**config.mk**
```make
export PLATFORM = sky130hd
export DESIGN_NAME = muldiv_unit
export DESIGN_NICKNAME = d
export VERILOG_FILES = /design/src/rtl/muldiv_unit.sv
export SDC_FILE = /design/constraint.sdc
export NUM_CORES = 1
export LEC_CHECK = 0
export ABC_AREA = 1
export CAP_MARGIN = 10
export CELL_PAD_IN_SITES_DETAIL_PLACEMENT = 0
export CELL_PAD_IN_SITES_GLOBAL_PLACEMENT = 2
export CORE_MARGIN = 3
export CORE_UTILIZATION = 35
export DETAILED_ROUTE_END_ITERATION = 8
export GPL_ROUTABILITY_DRIVEN = 0
export PLACE_DENSITY_LB_ADDON = 0.1
export SETUP_SLACK_MARGIN = 0.3
export SYNTH_ARGS = -nofsm -noshare
export SYNTH_HDL_FRONTEND = slang
export SYNTH_SLANG_ARGS = --single-unit
```
**constraint.sdc**
```tcl
create_clock -name clk -period 4.4 [get_ports clk]
set_input_delay 0.88 -clock clk [delete_from_list [all_inputs] [get_ports clk]]
set_output_delay 0.88 -clock clk [all_outputs]
set_load 0.005 [all_outputs]
```
**src/rtl/muldiv_unit.sv**
```systemverilog
// muldiv_unit: iterative 32-bit multiply/divide unit beside the ALU.
// Shift-add multiply (LSB first) and restoring divide (MSB first) share one
// 2*WIDTH accumulator. Fixed latency regardless of op or operand values.
module muldiv_unit #(
  parameter int unsigned WIDTH = 32
) (
  input  logic             clk,
  input  logic             rst,
  input  logic             start,
  input  logic [4:0]       op,
  input  logic [WIDTH-1:0] a,
  input  logic [WIDTH-1:0] b,
  output logic             busy,
  output logic             done,
  output logic [WIDTH-1:0] hi,
  output logic [WIDTH-1:0] lo
);

  localparam int unsigned CW = $clog2(WIDTH);

  localparam logic [4:0] OP_MULT  = 5'd16;
  localparam logic [4:0] OP_MULTU = 5'd17;
  localparam logic [4:0] OP_DIV   = 5'd18;
  localparam logic [4:0] OP_DIVU  = 5'd19;

  typedef enum logic [2:0] {
    S_IDLE,
    S_PREP,
    S_RUN,
    S_FIX,
    S_DONE
  } state_t;

  state_t             state_q;
  logic [CW-1:0]      cnt_q;
  logic [WIDTH-1:0]   a_q, b_q;
  logic [1:0]         op_q;          // low op bits: [1]=divide, [0]=unsigned
  logic [WIDTH-1:0]   opa_q;         // |a|: multiplicand, or dividend/quotient shifter
  logic [WIDTH-1:0]   opb_q;         // |b|: multiplier shifter, or divisor
  logic [2*WIDTH-1:0] acc_q;         // product, or remainder in upper half
  logic               neg_res_q, neg_rem_q, divz_q;
  logic               busy_q, done_q;
  logic [WIDTH-1:0]   hi_q, lo_q;

  logic               op_valid;
  logic               is_div, is_signed;
  logic [WIDTH-1:0]   abs_a, abs_b;
  logic [WIDTH:0]     mul_sum;
  logic [2*WIDTH-1:0] mul_acc_d;
  logic [WIDTH:0]     rem_sh;
  logic               rem_ge;
  logic [WIDTH-1:0]   rem_diff;
  logic [2*WIDTH-1:0] div_acc_d;
  logic [WIDTH-1:0]   div_opa_d;
  logic [2*WIDTH-1:0] prod_fix;
  logic [WIDTH-1:0]   quo_fix, rem_fix;
  logic [WIDTH-1:0]   hi_d, lo_d;

  // Operand conditioning, one iteration step of each algorithm, and final sign fix-up.
  always_comb begin
    op_valid  = (op == OP_MULT) || (op == OP_MULTU) || (op == OP_DIV) || (op == OP_DIVU);
    is_div    = op_q[1];
    is_signed = ~op_q[0];
    abs_a     = (is_signed && a_q[WIDTH-1]) ? -a_q : a_q;
    abs_b     = (is_signed && b_q[WIDTH-1]) ? -b_q : b_q;

    mul_sum   = {1'b0, acc_q[2*WIDTH-1:WIDTH]} + (opb_q[0] ? {1'b0, opa_q} : '0);
    mul_acc_d = {mul_sum, acc_q[WIDTH-1:1]};

    rem_sh    = {acc_q[2*WIDTH-1:WIDTH], opa_q[WIDTH-1]};
    rem_ge    = rem_sh >= {1'b0, opb_q};
    rem_diff  = rem_sh[WIDTH-1:0] - opb_q;
    div_acc_d = {(rem_ge ? rem_diff : rem_sh[WIDTH-1:0]), acc_q[WIDTH-1:0]};
    div_opa_d = {opa_q[WIDTH-2:0], rem_ge};

    prod_fix  = neg_res_q ? -acc_q : acc_q;
    quo_fix   = neg_res_q ? -opa_q : opa_q;
    rem_fix   = neg_rem_q ? -acc_q[2*WIDTH-1:WIDTH] : acc_q[2*WIDTH-1:WIDTH];

    if (!is_div) begin
      hi_d = prod_fix[2*WIDTH-1:WIDTH];
      lo_d = prod_fix[WIDTH-1:0];
    end else if (divz_q) begin
      hi_d = a_q;
      lo_d = '1;
    end else begin
      hi_d = rem_fix;
      lo_d = quo_fix;
    end
  end

  // Control FSM and datapath registers; handshake outputs are registered.
  always_ff @(posedge clk) begin
    if (rst) begin
      state_q   <= S_IDLE;
      cnt_q     <= '0;
      a_q       <= '0;
      b_q       <= '0;
      op_q      <= '0;
      opa_q     <= '0;
      opb_q     <= '0;
      acc_q     <= '0;
      neg_res_q <= 1'b0;
      neg_rem_q <= 1'b0;
      divz_q    <= 1'b0;
      busy_q    <= 1'b0;
      done_q    <= 1'b0;
      hi_q      <= '0;
      lo_q      <= '0;
    end else begin
      case (state_q)
        S_IDLE, S_DONE: begin
          done_q <= 1'b0;
          if (start && op_valid) begin
            a_q     <= a;
            b_q     <= b;
            op_q    <= op[1:0];
            busy_q  <= 1'b1;
            state_q <= S_PREP;
          end else begin
            state_q <= S_IDLE;
          end
        end
        S_PREP: begin
          opa_q     <= abs_a;
          opb_q     <= abs_b;
          neg_res_q <= is_signed && (a_q[WIDTH-1] ^ b_q[WIDTH-1]);
          neg_rem_q <= is_signed && a_q[WIDTH-1];
          divz_q    <= is_div && (b_q == '0);
          acc_q     <= '0;
          cnt_q     <= '0;
          state_q   <= S_RUN;
        end
        S_RUN: begin
          if (is_div) begin
            acc_q <= div_acc_d;
            opa_q <= div_opa_d;
          end else begin
            acc_q <= mul_acc_d;
            opb_q <= opb_q >> 1;
          end
          cnt_q <= cnt_q + CW'(1);
          if (cnt_q == CW'(WIDTH - 1)) begin
            state_q <= S_FIX;
          end
        end
        S_FIX: begin
          hi_q    <= hi_d;
          lo_q    <= lo_d;
          busy_q  <= 1'b0;
          done_q  <= 1'b1;
          state_q <= S_DONE;
        end
        default: state_q <= S_IDLE;
      endcase
    end
  end

  assign busy = busy_q;
  assign done = done_q;
  assign hi   = hi_q;
  assign lo   = lo_q;

endmodule

```
; Word level (Yosys, flattened, before mapping)
; Index checks and enable logic that the tools add are counted.
[classes]
add_sub_neg = 8
order_cmp = 1
eq_ne = 13
muxes = 24
bitwise = 2
n_reduce_logical = 17
[op_table]
columns = op, n
row1 = 32-bit 2-to-1 mux, 12
row2 = 64-bit 2-to-1 mux, 2
row3 = 32-bit negator, 4
row4 = 32-bit case mux with 2 select lines, 2
row5 = 64-bit case mux with 2 select lines, 1
row6 = 64-bit negator, 1
row7 = 32-bit by 32-bit adder with 33-bit output, 1
row8 = 33-bit by 32-bit >= comparator with 1-bit output, 1
row9 = 32-bit zero test, 1
row10 = 32-bit subtractor, 1
row11 = "5-bit equality test, second input constant", 5
row12 = 3-bit case mux with 4 select lines, 1
row13 = 5-bit case mux with 2 select lines, 1
row14 = "2-bit != test, second input constant", 4
row15 = 2-bit AND reduction, 4
row16 = "3-bit by 2-bit equality test with 1-bit output, second input constant", 2
row17 = "5-bit by 1-bit adder with 5-bit output, second input constant", 1
row18 = 1-bit logical AND, 5
row19 = 1-bit case mux with 2 select lines, 2
row20 = 2-bit nonzero test, 2
row21 = "3-bit by 1-bit equality test with 1-bit output, second input constant", 1
row22 = "3-bit equality test, second input constant", 1
row23 = 3-bit zero test, 1
row24 = 1-bit logical OR, 3
row25 = other kinds (5), 6
[totals]
ff_bits = 271
input_bits = 72
out_inout_bits = 66
word_cells = 81

; Logic depth before layout (Yosys ltp)
[logic_depth]
ltp_word = 7
mapped_depth = 19
mapped_depth_nobuf = 18

; Least setup slack after synthesis
; No wires, ideal clock.
[synth_timing]
kind = register to register
from = register opb_q[0]
to = register acc_q[61]
setup_ns = 0.134
arrival_ns = 2.440
required_ns = 4.266
slack_ns = 1.826
stages_incl_launch_ff = 19
n_path_buf = 1
period_less_slack_ns = 2.574
path_cell_list = dfxtp_1 -> clkbuf_1 -> nand2_1 -> inv_1 -> ha_1 -> inv_1 -> fa_1 -> o21ai_0 -> nand2_1 -> nand2_1 -> nand3_1 -> nand2_1 -> nand2_1 -> nand2_1 -> nand2_1 -> nand3_1 -> nand2_1 -> nand2_1 -> a21oi_1
[synth_between]
elab_chain_cells = 4
elab_cells_between_ends = 7
classes_between = add/sub (2) / order compare (1) / mux (4)
[synth_lines]
columns = item, line_no
row1 = start: declaration, 39  ; logic [WIDTH-1:0] opb_q;
row2 = start signal: assignment, 126  ; opb_q <= abs_b;
row3 = start signal: assignment, 140  ; opb_q <= opb_q >> 1;
row4 = "32-bit 2-to-1 mux, or another cell as far along", 67  ; mul_sum = {1'b0, acc_q[2*WIDTH-1:WIDTH]} + (opb_q[0] ? {1'b0, opa_q} : '0);
row5 = 32-bit by 32-bit adder with 33-bit output or 32-bit 2-to-1 mux (tied branches), "67, 73"
row6 = 64-bit 2-to-1 mux *, 135  ; if (is_div) begin
row7 = 64-bit case mux with 2 select lines *, 111  ; case (state_q)
row8 = end signal: assignment, 136  ; acc_q <= div_acc_d;
row9 = end signal: assignment, 139  ; acc_q <= mul_acc_d;
row10 = end: declaration, 40  ; logic [2*WIDTH-1:0] acc_q;
; Mark *: on every way between the ends. The rest lies on a longest branch, timed or not. The select of a mux whose other input is x is not followed.
; A chain may end at the register's enable or synchronous reset.

; Worst setup path after layout
[layout_timing]
from = register opb_q[0]
to = register acc_q[62]
; The elaborated chain is that of the path after synthesis.

==> impl_metrics.py <==
metrics = {
    "run_status": {
        "status": "complete, no violations",
    },
    "global_route": {
        "grtUsageTotal_pct": 30.7,
        "grt_pass1_wl_um": 147000,
        "use_met2_pct": 44.3,
        "antenna_found_initial": 3,
        "gr-usage-met1_pct": 45.6,
        "grt-ovfl-total": 0,
        "busiest_layer": "met1",
        "use_met3_pct": 5.82,
        "grt_pass1_vias": 22800,
        "grt_max_degree": 135,
    },
    "worst_setup_path": {
        "crit_chain": "buf_4 -> ha_1 -> inv_1 -> fa_1 -> nand2_1 -> nand3_1 -> nand2_1 -> nand2_1 -> nand2_1 -> nand2_1 -> nand2_1 -> nand3_1 -> nand3_1 -> nand3_1 -> nand2_1 -> a21oi_1",
        "worstSetupPathType": "flip-flop to flip-flop",
        "cp_slowest_cell": "dfxtp_1",
        "cp.required_ns": 4.81,
        "max_stage_delay_ns": 0.63,
        "worstPathArrival_ns": 3.81,
        "cp_top_family": "simple AND/OR/NAND/NOR gates",
        "crit_top_cell": "nand2_1",
        "cp_num_buf_inv": 2,
        "worstPathMaxFanout": 21,
        "endpoint_kind": "flip-flop",
        "startpoint_type": "flip-flop",
    },
    "cells_and_area": {
        "final_cell_mix": "874 x nand2_1, 461 x a21oi_1, 376 x inv_1",
        "drive_gt1_share_pct": 4.65,
        "final_nets": 3709,
        "syn2layout_area_growth_pct": 15.7,
        "mostFrequentLayoutCell": "nand2_1",
        "postLayoutCoreUtil_pct": 41.5,
        "antenna_cells": 0,
        "n_fill_cell": 6379,
    },
    "route": {
        "routed_wl_um": 100000,
        "wl_per_cell_um": 23.0,
        "drcViolationCount": 0,
        "dr.pass1.iters": 8,
        "dr.first_iter.drc_count": 2337,
        "vias_per_cell": 5.65,
        "vias": 24600,
        "ant_nets": 0,
    },
    "clock_network": {
        "cts_max_level": 2,
        "postCtsHoldBufs": 0,
        "numCtsBuffers": 35,
        "cts_setup_buffers": 0,
        "cts_tree": "built",
        "clk_pin_slew_ns": 0.06,
        "root_buffer": "clkbuf_16",
        "cts-resized-gates": 0,
        "insertion_delay_ns": 0.57,
        "clockBufferDepth": 3,
        "clock_sinks": 271,
    },
    "floorplanning": {
        "rows": 88,
        "die_area_sq_um": 62700,
        "die_h_um": 250,
        "start_util_pct": 35.8,
        "io_pins": 138,
        "coreArea_sq_um": 58400,
        "die_w_um": 250,
    },
    "run": {
        "cap_violations": 0,
    },
    "timing": {
        "hold_viol_final": 0,
        "holdWs_ns": 0.465,
        "setup_viol": 0,
        "fin_skew_ns": 0.0164,
        "slew_viol_final": 0,
        "maxSlewHeadroom_pct": 23.2,
        "rsz0062_at_grt": "false",
        "setup_tns_ns": 0,
        "timing.fmax_ghz": 0.294,
        "min_period_over_period_pct": 77.2,
        "finalCriticalPeriod_ns": 3.40,
        "tightest_slew_ns": 1.15,
    },
    "power_and_ir_drop": {
        "power_density_nw_per_um2": 302,
        "leakage_nw": 11.2,
        "peakVddDrop_mv": 0.255,
    },
    "logic_synthesis": {
        "synthFlopType": "dfxtp_1",
        "synth.avg_cell_area_sq_um": 5.96,
        "syn_area_sq_um": 20900,
        "syn_nets": 3656,
        "synth_edf_count": 0,
        "synthArstFlopShare_pct": 0,
        "syn-instance-count": 3510,
        "yosysWarnings": 0,
        "yosysSeqAreaShare_pct": 25.9,
        "ys_types": 50,
        "yosys_register_bits": 271,
    },
    "worst_hold_path": {
        "hold_path.class": "flip-flop to flip-flop",
    },
    "placed_design": {
        "portBuffers": 137,
        "dp_hpwl_um": 77600,
    },
}
final timing paths:
kind,from,end,slack [ns],cells after the start
max,opb_q[0],acc_q[62],1.00,16
min,opb_q[19],opb_q[19],0.46,2
max reg2reg,opb_q[0],acc_q[62],1.00,16
min reg2reg,opb_q[19],opb_q[19],0.46,2
sequential cells by signal, summed over array words and instances (netlist names):
name,count
acc_q,64
a_q,32
b_q,32
hi,32
lo,32
opa_q,32
opb_q,32
cnt_q,5
state_q,3
op_q,2
busy,1
divz_q,1
done,1
neg_rem_q,1
neg_res_q,1
cells by family after synthesis:
logic type / count (synthesis) / synth area share (%)
compound gates: 965 / 24.7
buf+inv: 557 / 10.2
flops: 271 / 25.9
fa+ha+maj: 74 / 4.50
simple gates: 1558 / 31.0
xor+xnor: 85 / 3.56
synth_stat cells (3+ instances only):
master    count  area (sq um)
clkinv_1      3          11.3
ha_1         72           901
nand3_2       7          70.1
a21oi_2       3          26.3
o21ai_1      17          85.1
nand3_1     192           961
buf_2        10          50.1
clkbuf_1    125           469
xor2_1       62           543
o31ai_1      11          82.6
inv_1       379          1420
nor2_1      344          1290
inv_2        12          45.0
o21ai_0     345          1730
nor3_1       47           235
a31oi_1      32           200
buf_1        23          86.3
nand4_1      34           213
o211ai_1     33           248
nor3_2        7          70.1
nor2_2       14          87.6
dfxtp_1     271          5430
a21oi_1     461          2310
nand3b_1     16           120
nor4_1        4          25.0
o21bai_1      9          67.6
o221ai_1     21           184
xnor2_1      23           201
a21o_1        5          37.5
nand2_2       7          43.8
o21ai_2       3          26.3
and2_1        3          18.8
nor2_4        3          33.8
nand2_1     875          3280
o21a_1       10          75.1
a211oi_1      4          30.0
o22ai_1       6          37.5
routing by layer:
layer / vias to the layer above / wire length, um
li1: 11700 / -
met1: 11600 / 45900
met2: 1159 / 40800
met3: 161 / 10000
met4: 0 / 3330
met5: - / 0
worst min-delay path, stage by stage (launching register included):
cell	delay, ns
dfxtp_1	0.31
nand2_1	0.06
a21oi_1	0.05
through the flow:
| step | setup WS (ns) | instance area [sq um] | total power, W | cells |
|---|---|---|---|---|
| 2_1_floorplan | 1.83 | 20900 | 0.00370 | 3510 |
| 3_3_place_gp | 1.03 | 23000 | 0.00422 | 4291 |
| 3_5_place_dp | 1.07 | 23000 | 0.00421 | 4291 |
| 4_1_cts | 1.06 | 24200 | 0.00733 | 4353 |
| 5_1_grt | 0.818 | 24200 | 0.00761 | 4353 |
| 6_report | 1.00 | 24200 | 0.00730 | 4353 |
area by class of cell:
type                       count  area, sq um  share of cell area, %
multi-input combinational   2682        13400                   55.2
clock buffer                  49          998                   4.13
sequential                   271         5430                   22.4
inverter                     394         1480                   6.12
clock inverter                13          230                  0.951
tap                          765          957                   3.95
timing repair buffer         179         1730                   7.17
where the power goes:
part           internal, W  leakage, nW  switching, W
registers          0.00250         2.19     0.0000733
logic             0.000480         8.36       0.00115
clock network      0.00189        0.603       0.00122
No activity file was read; power rests on OpenSTA's default activity.
